## src/rtl/reaction_pkg.sv

```systemverilog
// Shared constants and the LFSR step function for the reaction-time game timebase.
package reaction_pkg;

    localparam logic [15:0] LFSR_SEED = 16'hACE1;
    localparam logic [15:0] LFSR_TAPS = 16'hB400;
    localparam int          MS_PER_S  = 1000;

    // One right-shifting Galois step: the bit shifted out decides whether the taps are applied.
    function automatic logic [15:0] lfsr_step(input logic [15:0] state);
        logic [15:0] shifted;
        shifted = state >> 1;
        return state[0] ? (shifted ^ LFSR_TAPS) : shifted;
    endfunction

endpackage

```

## src/rtl/lfsr16.sv

```systemverilog
// Free-running 16-bit Galois LFSR; advances every clock and only reset reseeds it.
module lfsr16
    import reaction_pkg::*;
(
    input  logic        clk,
    input  logic        reset,
    output logic [15:0] q
);

    logic [15:0] r_state;

    // Advance the sequence one step per clock.
    // NOTE: clocked state uses non-blocking assignments so every register samples pre-edge values.
    always_ff @(posedge clk or posedge reset) begin
        if (reset) begin
            r_state <= LFSR_SEED;
        end else begin
            r_state <= lfsr_step(r_state);
        end
    end

    assign q = r_state;

endmodule

```

## src/rtl/reaction_timebase.sv

```systemverilog
// Timing and randomness source for the reaction-time game: ms prescaler, saturating
// up/down reaction timer, seconds countdown and a scaled random LED index.
module reaction_timebase
    import reaction_pkg::*;
#(
    parameter int CLK_HZ       = 50_000_000,
    parameter int MAX_MS       = 2047,
    parameter int GAME_SECONDS = 10,
    parameter int LED_NUM      = 18,
    parameter int MIN_DELAY_MS = 500,
    localparam int MS_DIV      = CLK_HZ / 1000,
    localparam int TW          = $clog2(MAX_MS),
    localparam int GW          = $clog2(GAME_SECONDS + 1),
    localparam int RW          = $clog2(LED_NUM)
) (
    input  logic          clk,
    input  logic          reset,
    input  logic          timer_reset,
    input  logic          up,
    input  logic          enable,
    input  logic          game_reset,
    input  logic          game_timer_enable,
    output logic [TW-1:0] timer_value,
    output logic [GW-1:0] game_timer_value,
    output logic [RW-1:0] random_value,
    output logic          ms_tick
);

    localparam int MSW = (MS_DIV > 2) ? $clog2(MS_DIV) : 1;
    localparam int SCW = $clog2(MS_PER_S);

    localparam logic [MSW-1:0] MS_LAST  = MSW'(MS_DIV - 1);
    localparam logic [SCW-1:0] SEC_LAST = SCW'(MS_PER_S - 1);
    localparam logic [TW-1:0]  TIMER_MAX = TW'(MAX_MS);

    logic [MSW-1:0] r_ms_cnt;
    logic           r_ms_tick;
    logic [TW-1:0]  r_timer;
    logic [SCW-1:0] r_sec_cnt;
    logic [GW-1:0]  r_game;
    logic [RW-1:0]  r_random;

    logic [15:0]    w_lfsr;
    logic [TW:0]    w_delay_sum;
    logic [TW-1:0]  w_delay_load;
    logic           w_sec_tick;
    logic [15:0]    w_scaled;

    lfsr16 u_lfsr (
        .clk   (clk),
        .reset (reset),
        .q     (w_lfsr)
    );

    // Random pre-LED delay, summed one bit wider than the timer so the clamp sees any overflow.
    assign w_delay_sum  = (TW + 1)'(MIN_DELAY_MS) + (TW + 1)'(w_lfsr[9:0]);
    assign w_delay_load = (w_delay_sum > (TW + 1)'(MAX_MS)) ? TIMER_MAX : w_delay_sum[TW-1:0];

    // A second elapses on the ms tick that completes a 1000-tick window.
    assign w_sec_tick = r_ms_tick && (r_sec_cnt == SEC_LAST);

    // Scaling the low byte by LED_NUM and keeping the top part maps 0..255 onto 0..LED_NUM-1.
    assign w_scaled = 16'(w_lfsr[7:0]) * 16'(LED_NUM);

    // Free-running ms prescaler; the tick is registered so it lands one cycle after the wrap.
    always_ff @(posedge clk or posedge reset) begin
        if (reset) begin
            r_ms_cnt  <= '0;
            r_ms_tick <= 1'b0;
        end else begin
            r_ms_tick <= (r_ms_cnt == MS_LAST);
            r_ms_cnt  <= (r_ms_cnt == MS_LAST) ? '0 : r_ms_cnt + MSW'(1);
        end
    end

    // Reaction timer: a load beats a coincident tick; counting saturates at both ends.
    always_ff @(posedge clk or posedge reset) begin
        if (reset) begin
            r_timer <= '0;
        end else if (timer_reset) begin
            r_timer <= up ? '0 : w_delay_load;
        end else if (enable && r_ms_tick) begin
            if (up) begin
                if (r_timer < TIMER_MAX) r_timer <= r_timer + TW'(1);
            end else begin
                if (r_timer != '0) r_timer <= r_timer - TW'(1);
            end
        end
    end

    // Game countdown: the ms-within-second counter only runs while the countdown is enabled.
    always_ff @(posedge clk or posedge reset) begin
        if (reset) begin
            r_sec_cnt <= '0;
            r_game    <= GW'(GAME_SECONDS);
        end else if (game_reset) begin
            r_sec_cnt <= '0;
            r_game    <= GW'(GAME_SECONDS);
        end else if (game_timer_enable && r_ms_tick) begin
            r_sec_cnt <= w_sec_tick ? '0 : r_sec_cnt + SCW'(1);
            if (w_sec_tick && (r_game != '0)) r_game <= r_game - GW'(1);
        end
    end

    // Register the scaled LED index every clock.
    always_ff @(posedge clk or posedge reset) begin
        if (reset) begin
            r_random <= '0;
        end else begin
            r_random <= w_scaled[8 +: RW];
        end
    end

    assign timer_value      = r_timer;
    assign game_timer_value = r_game;
    assign random_value     = r_random;
    assign ms_tick          = r_ms_tick;

endmodule
```

## config.mk

```make
export PLATFORM = sky130hd
export DESIGN_NAME = reaction_timebase
export DESIGN_NICKNAME = d
export VERILOG_FILES = /design/src/rtl/reaction_pkg.sv /design/src/rtl/lfsr16.sv /design/src/rtl/reaction_timebase.sv
export SDC_FILE = /design/constraint.sdc
export NUM_CORES = 1
export LEC_CHECK = 0
export ABC_AREA = 1
export CAP_MARGIN = 20
export CORE_ASPECT_RATIO = 1.4
export CORE_UTILIZATION = 52
export CTS_BUF_LIST = sky130_fd_sc_hd__clkbuf_4 sky130_fd_sc_hd__clkbuf_8
export CTS_CLUSTER_SIZE = 28
export DETAILED_ROUTE_END_ITERATION = 8
export PLACE_DENSITY = 0.68
export SLEW_MARGIN = 25
export SYNTH_ARGS = -nofsm -noshare
export SYNTH_HDL_FRONTEND = slang
export SYNTH_SLANG_ARGS = --single-unit
export TNS_END_PERCENT = 10
```

## constraint.sdc

```tcl
create_clock -name clk -period 3.4 [get_ports clk]
set_input_delay 0.68 -clock clk [delete_from_list [all_inputs] [get_ports clk]]
set_output_delay 0.68 -clock clk [all_outputs]
set_load 0.1 [all_outputs]
```

==> impl_metrics.csv, run 1 <==
group,metric,value,unit
worst_setup_path,critPathTopFamily,"buffers and inverters",
final_layout,antenna_cells,0,
final_layout,synthToLayoutAreaGrowth,13.9,%
yosys,synth_area,3860,um^2
grt,met3_usage,4.94,%
worst_setup_path,critPathBufInv,1,
grt,met2_usage,36.8,%
placement,place_hpwl,5940,um
clock_network,hold_buffers,0,
power,p_per_area,506,nW/um^2
grt,grt_use_met1,27.2,%
clock_network,cts_root_buf,"clkbuf_8",
timing,worstMarginPinSlew,0.974,ns
yosys,synth.top_cell.area_share,34.4,%
grt,grt_pass1_wl,13200,um
yosys,async_flop_share,100,%
floorplanning,core_area,7070,um^2
timing,fin_tns_setup,0,ns
min_path,min_path_type,"flop to flop",
yosys,synth_edf_count,0,
timing,skew,0.0169,ns
grt,grt_pass1_vias,3098,
timing,hold_viol_final,0,
yosys,synth_ff_type,"dfrtp_1",
clock_network,cts_max_level,3,
worst_setup_path,endpoint_kind,"output port",
clock_network,clock_latency,0.34,ns
job,drv_cap,0,
timing,finalHoldWorstSlack,0.366,ns
floorplanning,die_w,74.8,um
worst_setup_path,crit_required,2.72,ns
final_layout,nNetsFinal,552,
clock_network,cts-resized-gates,0,
clock_network,path_clk_slew,0.08,ns
yosys,yosys.area.top_type,"dfrtp_1",
yosys,yosys-top-cells-count,"nand2_1 (119), nor2_1 (67), inv_1 (59)",
worst_setup_path,slowest_stage,"clkdlybuf4s50_1",
grt,grt_start_max_net_pins,29,
detailed_routing,vias_per_cell,5.19,
timing,finalMaxSlewViolations,0,
yosys,yosys-top-cells-area,"dfrtp_1 (34%), nand2_1 (12%), ha_1 (7.5%), dfstp_2 (6.8%), nor2_1 (6.5%)",
grt,grt_overflow,0,
worst_setup_path,cpPeakStageDelay,1.12,ns
detailed_routing,ant_nets,0,
floorplanning,io-pin-count,28,
timing,rsz0062_at_grt,"false",
timing,timing.final.crit_share,73.4,%
worst_setup_path,crit_type,"flop to output port",
timing,fin_crit,2.50,ns
clock_network,cts.path.max_buffers,2,
timing,setup_viol,0,
worst_setup_path,path_cells,"clkdlybuf4s50_1",
placement,post-place-ws,0.613,ns
grt,busiest_layer,"met2",
yosys,ys_seq_area_share,41.2,%
yosys,syn-num-nets,516,
power,power_leakage,2.24,nW
timing,slew_headroom,34.9,%
yosys,yosysMostFrequentCell,"nand2_1",
floorplanning,start_util,54.6,%
clock_network,cts_tree,"built",
placement,io_buffer_count,27,
clock_network,clkSinkCount,63,
final_layout,drive_gt1_share,15.0,%
detailed_routing,dr.pass1.iters,5,
grt,grt_antenna_before_repair,0,
worst_setup_path,cp-start-kind,"flop",
worst_setup_path,path_max_fanout,2,
clock_network,numCtsBuffers,9,
yosys,yosysUniqueCellTypes,37,
power,vdd_drop_max,307,uV
floorplanning,dieArea,7780,um^2
clock_network,postCtsSetupBuffers,0,
detailed_routing,finalWirelength,7850,um
detailed_routing,vias,3224,
floorplanning,dieHeight,104,um
detailed_routing,drcViolationCount,0,
yosys,ys_seq_elements,63,
floorplanning,row_count,36,
detailed_routing,dr.first_iter.drc_count,207,
yosys,synth.avg_cell_area,7.96,um^2
worst_setup_path,crit_arrival,1.82,ns
yosys,synthCells,485,
yosys,synth_warnings,0,
timing,fmax,0.401,GHz
grt,grt_use_total,21.9,%
detailed_routing,wire_per_inst,12.6,um
timing,finalWorstSetupSlack,0.904,ns
status,status,"finished, final reports clean",
placement,gp_routability_congestion,0.888,
[flip-flops by register name, indices dropped and copies added, names as in the netlist]
signal and count:
r_ms_cnt 16, u_lfsr.q 16, timer_value 11, r_sec_cnt 10, random_value 5, game_timer_value 4, ms_tick 1
[layout by cell type (no fill, tap or decap), types with 3 or more instances in the layout]
cell,netlist,final
a21oi_1,13,13
a21oi_2,8,8
buf_4,1,18
clkbuf_8,0,11
clkdlybuf4s50_1,0,12
dfrtp_1,53,53
dfstp_2,10,10
ha_1,23,23
inv_1,59,58
inv_2,3,4
nand2_1,119,119
nand3_1,34,34
nand3_2,3,3
nand3b_1,4,4
nand4_1,9,9
nor2_1,67,67
nor2_2,7,7
nor2_4,5,5
nor3_1,8,8
o21a_1,3,3
o21ai_0,11,11
o22ai_1,4,4
xor2_1,20,20
[cell type report]
class,instances,area [um^2]
clock buffers,13,166
clock inverters,3,42.5
fillers,650,2680
inverters,62,233
multi-input cells,355,1990
flip-flops and latches,63,1590
well taps,95,119
repair buffers,30,255
[worst register-to-register path, cell delays in order (launching register included)]
cell	delay, ns
dfstp_2	0.62
ha_1	0.26
ha_1	0.29
nand2_1	0.08
o31ai_2	0.35
nand2_1	0.11
nor2_2	0.12
nor2_1	0.06
[layer usage]
metal	vias up	routed length, um
met2	62	3950
met4	0	94
met3	10	270
li1	1623	-
met1	1529	3540
met5	-	0
[path summary, 6_finish.rpt]
| check | from | to | slack [ns] | depth (start not counted) |
|---|---|---|---|---|
| setup / recovery | game_timer_value[0] | game_timer_value[0] | 0.90 | 1 |
| hold reg to reg | u_lfsr.q[12] | u_lfsr.q[11] | 0.37 | 0 |
| max in group asynchronous | reset | u_lfsr.q[10] | 2.05 | 3 |
| setup reg to reg | u_lfsr.q[6] | random_value[3] | 1.40 | 7 |
| hold / removal | u_lfsr.q[12] | u_lfsr.q[11] | 0.37 | 0 |
| min in group asynchronous | reset | r_sec_cnt[1] | 0.62 | 2 |
[logic make-up after synthesis]
family	synth area share, %
fa+ha+maj	7.97
compound gates	7.46
simple gates	31.2
buf+inv	7.23
xor+xnor	4.99
flops	41.2
[where the power goes]
| group | switching [mW] | leakage [nW] | internal (mW) |
|---|---|---|---|
| logic | 0.514 | 1.32 | 0.184 |
| clock network | 0.284 | 0.106 | 0.394 |
| registers | 0.0551 | 0.807 | 0.791 |
[per-stage QoR]
step / area (um^2) / power, mW / utilization (%) / std cells
6_report: 4400 / 2.22 / 62.2 / 621
5_1_grt: 4400 / 2.34 / 62.2 / 621
4_1_cts: 4400 / 2.24 / 62.2 / 621
3_5_place_dp: 4190 / 1.56 / 59.2 / 605
3_3_place_gp: 4190 / 1.55 / 59.2 / 605
2_1_floorplan: 3860 / 1.42 / - / 485
(Power assumes the default switching activity.)
==> run 2, diff against run 1 <==
clock period = 2.57 ns   (was 3.4 ns; I/O delays follow)
==> run 2 against run 1 <==
  * Sequential power grew 32%
  * Cell count grew 0.48%
  * Sequential share of layout area about the same
  * Clock power increased by 17%
  * Largest cell class unchanged
  * Combinational power is 33% higher
  * Setup slack got worse by 0.45 ns
  * Routed wire length grew 0.33%
  * Register-to-register slack worse by 0.85 ns
  * Core utilization shrank 0.071 points
  * Clock skew down 0.012 ns
==> impl_metrics.csv, run 2 (same netlist as run 1, synthesis figures left out) <==
group,metric,value,unit
status,status,"finished, final reports clean",
power,power_leakage,2.26,nW
timing,fmax,0.472,GHz
clock_network,hold_buffers,0,
power,vdd_drop_max,476,uV
clock_network,cts_max_level,3,
clock_network,cts.path.max_buffers,2,
timing,fin_tns_setup,0,ns
final_layout,synthToLayoutAreaGrowth,13.8,%
clock_network,path_clk_slew,0.07,ns
timing,fin_crit,2.12,ns
floorplanning,start_util,54.6,%
final_layout,final_common_cell,"nand2_1",
final_layout,design_area,4390,um^2
placement,io_buffer_count,27,
timing,setup_viol,0,
detailed_routing,vias_per_cell,5.08,
floorplanning,core_area,7070,um^2
placement,gp_routability_congestion,0.870,
clock_network,cts-resized-gates,0,
grt,grt_overflow,0,
worst_setup_path,cpPeakStageDelay,0.49,ns
power,p_per_area,647,nW/um^2
detailed_routing,dr.first_iter.drc_count,169,
worst_setup_path,crit_required,2.84,ns
clock_network,cts_tree,"built",
worst_setup_path,endpoint_kind,"flop",
clock_network,numCtsBuffers,9,
clock_network,postCtsSetupBuffers,0,
detailed_routing,wire_per_inst,12.6,um
clock_network,clkSinkCount,63,
worst_setup_path,path_cells,"clkdlybuf4s50_1, inv_2, ha_1, a21oi_1, nor2_1, nor2_1, nand2_1, nand2_1, nand3_1, a21oi_2",
final_layout,nNetsFinal,555,
grt,grt_antenna_before_repair,0,
grt,grt_start_max_net_pins,29,
placement,place_hpwl,5990,um
worst_setup_path,cp-start-kind,"primary input",
worst_setup_path,path_max_fanout,11,
worst_setup_path,slowest_stage,"clkdlybuf4s50_1",
floorplanning,die_w,74.8,um
grt,grt_use_total,23.0,%
floorplanning,row_count,36,
worst_setup_path,critPathTopFamily,"buffers and inverters",
final_layout,layout_common_cells,"nand2_1 (119), nor2_1 (67), inv_1 (58)",
floorplanning,dieHeight,104,um
final_layout,antenna_cells,0,
floorplanning,io-pin-count,28,
detailed_routing,ant_nets,0,
timing,worstMarginPinSlew,0.339,ns
timing,timing.final.crit_share,82.5,%
grt,grt_pass1_vias,3126,
clock_network,cts_root_buf,"clkbuf_8",
placement,placed_area,4210,um^2
clock_network,clock_latency,0.34,ns
timing,finalMaxSlewViolations,0,
worst_setup_path,crit_arrival,2.39,ns
grt,grt_pass1_wl,13700,um
detailed_routing,vias,3169,
job,drv_cap,0,
worst_setup_path,crit_type,"primary input to flop",
detailed_routing,drcViolationCount,0,
timing,skew,0.00534,ns
final_layout,drive_gt1_share,16.6,%
timing,rsz0062_at_grt,"false",
power,power,2.84,mW
detailed_routing,finalWirelength,7880,um
timing,hold_viol_final,0,
min_path,min_path_type,"flop to flop",
worst_setup_path,critPathBufInv,2,
floorplanning,dieArea,7780,um^2
detailed_routing,dr.pass1.iters,4,
timing,slew_headroom,77.3,%
==> run 2: changes by cell type in the layout (fill, tap and decap cells not counted) <==
cell             change
clkdlybuf4s50_1      -6
bufinv_16            -1
buf_4                +8
buf_12               +1
clkinv_2             +1
==> run 2: report_power, final <==
part	internal, mW	switching [mW]	leakage, nW
sequential	1.05	0.0733	0.807
combinational	0.248	0.682	1.35
clock	0.421	0.372	0.0963
==> run 2: stage by stage <==
stage	std cells	util [%]	hold WS, ns	setup slack (ns)
2_1_floorplan	485	-	0.333	0.411
3_3_place_gp	608	59.5	0.342	0.171
3_5_place_dp	608	59.5	0.348	0.0947
4_1_cts	624	62.1	0.365	0.464
5_1_grt	624	62.1	0.379	0.257
6_report	624	62.1	0.362	0.450
==> run 2: path summary, 6_finish.rpt <==
path	cells after the start	start	slack (ns)	to
setup / recovery	10	up	0.45	timer_value[7]
hold / removal	0	u_lfsr.q[12]	0.36	u_lfsr.q[11]
setup reg to reg	7	u_lfsr.q[6]	0.55	random_value[3]
hold reg to reg	0	u_lfsr.q[12]	0.36	u_lfsr.q[11]
max in group asynchronous	3	reset	1.59	game_timer_value[1]
min in group asynchronous	2	reset	0.43	r_sec_cnt[8]
==> run 2: final cells by class <==
cell class	count	area [um^2]
Fill cell	678	2680
Sequential cell	63	1590
Tap cell	95	119
Clock inverter	3	17.5
Inverter	62	233
Timing Repair Buffer	33	275
Clock buffer	13	166
Multi-Input combinational cell	355	1990
==> run 2: routing by layer <==
metal / global-route usage [%] / up-vias / routed length [um]
met5: 0 / - / 0
met4: 7.55 / 0 / 117
met3: 5.23 / 11 / 221
met2: 37.2 / 55 / 3920
met1: 29.9 / 1477 / 3630
li1: - / 1626 / -
==> run 3, diff against run 2 <==
PLACE_DENSITY = 0.71   (was 0.68)
clock period = 1.8 ns   (was 2.57 ns; I/O delays follow)
==> run 3 against run 2 <==
  * The run now ends with setup timing left
  * Design area rose by 16%
  * Non-clock buffer count rose by 27
  * Clock skew rose by 0.0088 ns
  * Setup slack got worse by 0.47 ns
  * Critical endpoint is now random_value[2]
==> impl_metrics.csv, run 3 (same netlist as run 1, synthesis figures left out) <==
group,metric,value,unit
timing,fin_crit,1.82,ns
grt,grt_start_max_net_pins,64,
worst_setup_path,slowest_stage,"dfstp_2",
worst_setup_path,crit_type,"flop to flop",
placement,place_hpwl,6380,um
worst_setup_path,cp-start-kind,"flop",
placement,gp_routability_congestion,0.898,
worst_setup_path,crit_required,2.02,ns
floorplanning,io-pin-count,28,
worst_setup_path,critPathBufInv,1,
power,p_per_area,873,nW/um^2
final_layout,synthToLayoutAreaGrowth,32.2,%
detailed_routing,top_layer,"met4",
floorplanning,start_util,54.6,%
worst_setup_path,path_cells,"ha_4, ha_4, a21oi_4, o21a_1, o31ai_4, buf_4, xor2_1",
final_layout,antenna_cells,0,
detailed_routing,finalWirelength,8940,um
clock_network,numCtsBuffers,9,
timing,setup_viol,1,
timing,worstMarginPinSlew,0.354,ns
status,violations,"setup timing",
clock_network,cts_max_level,3,
power,vdd_drop_max,556,uV
detailed_routing,route.met2.wl,4460,um
final_layout,drive_gt1_share,26.4,%
floorplanning,core_area,7070,um^2
worst_setup_path,path_max_fanout,3,
clock_network,cts_tree,"built",
worst_setup_path,endpoint_kind,"flop",
placement,post-place-ws,-0.422,ns
clock_network,cts_root_buf,"clkbuf_8",
floorplanning,die_w,74.8,um
worst_setup_path,cp_common_cell,"ha_4",
floorplanning,dieHeight,104,um
worst_setup_path,cpPeakStageDelay,0.55,ns
detailed_routing,wire_per_inst,13.7,um
grt,grt_use_total,25.4,%
floorplanning,row_count,36,
grt,grt_overflow,0,
timing,slew_headroom,76.3,%
timing,hold_viol_final,0,
grt,grt_pass1_wl,15000,um
job,drv_cap,0,
clock_network,clock_latency,0.35,ns
power,power_leakage,2.45,nW
placement,io_buffer_count,27,
status,status,"complete, but fails checks",
detailed_routing,vias_per_cell,5.25,
timing,fin_tns_setup,-0.0248,ns
detailed_routing,drcViolationCount,0,
detailed_routing,routed-wl-met3,329,um
detailed_routing,vias,3425,
clock_network,hold_buffers,0,
final_layout,layout_common_cells,"nand2_1 (116), nor2_1 (67), inv_1 (58)",
detailed_routing,dr.first_iter.drc_count,307,
grt,grt_antenna_before_repair,0,
final_layout,nNetsFinal,583,
timing,timing.final.crit_share,101,%
worst_setup_path,crit_arrival,2.04,ns
clock_network,path_clk_slew,0.07,ns
timing,skew,0.0141,ns
min_path,min_path_type,"flop to flop",
clock_network,clkSinkCount,63,
timing,finalWorstSetupSlack,-0.0248,ns
clock_network,cts.path.max_buffers,2,
timing,rsz0062_at_grt,"true",
timing,fmax,0.548,GHz
final_layout,nFillCells,516,
detailed_routing,dr.pass1.iters,4,
final_layout,final_common_cell,"nand2_1",
floorplanning,dieArea,7780,um^2
grt,grt_pass1_vias,3346,
detailed_routing,drt-met1-wl,3810,um
detailed_routing,ant_nets,0,
worst_setup_path,critPathTopFamily,"flip-flops",
timing,finalMaxSlewViolations,0,
-- run 3: through the flow --
| step | hold slack (ns) | util (%) | instances | power [mW] | instance area (um^2) |
|---|---|---|---|---|---|
| after floorplan | 0.333 | - | 485 | 2.69 | 3890 |
| after global placement | 0.344 | 66.8 | 633 | 3.28 | 4720 |
| after detailed placement | 0.348 | 66.8 | 633 | 3.30 | 4720 |
| after CTS | 0.378 | 70.7 | 651 | 4.46 | 5000 |
| after global routing | 0.384 | 72.1 | 652 | 4.69 | 5100 |
| final | 0.373 | 72.1 | 652 | 4.46 | 5100 |
-- run 3: final cells by class --
type / count / area (um^2) / area share [%]
repair inverters: 1 / 7.51 / 0.147
repair buffers: 60 / 773 / 15.2
clock inverters: 4 / 22.5 / 0.442
clock buffers: 12 / 153 / 2.99
multi-input cells: 355 / 2180 / 42.7
inverters: 62 / 239 / 4.68
flip-flops and latches: 63 / 1610 / 31.6
well taps: 95 / 119 / 2.33
-- run 3: worst paths after layout --
kind | start | to | slack [ns] | cells after the start
max | u_lfsr.q[6] | random_value[2] | -0.02 | 7
min | u_lfsr.q[12] | u_lfsr.q[11] | 0.37 | 0
max reg2reg | u_lfsr.q[6] | random_value[2] | -0.02 | 7
min reg2reg | u_lfsr.q[12] | u_lfsr.q[11] | 0.37 | 0
max in group asynchronous | reset | game_timer_value[1] | 1.03 | 3
min in group asynchronous | reset | r_ms_cnt[11] | 0.45 | 3
-- run 3: what timing repair did --
item / CTS / global route
cloned: 1 / 0
setup endpoints to repair: 9 / 13
resized for setup: 12 / 13
buffers inserted: 1 / 1
pin swaps: 5 / 6
-- run 3: routing by layer --
layer | vias up | track usage (%)
li1 | 1690 | -
met1 | 1613 | 30.9
met2 | 94 | 41.7
met3 | 28 | 5.23
met4 | 0 | 12.0
met5 | - | 0
-- run 3: power by group --
part	total (mW)	switching, mW	internal [mW]
Combinational	1.70	1.04	0.658
Sequential	1.66	0.147	1.51
Clock	1.10	0.540	0.561
Total	4.46	1.72	2.73
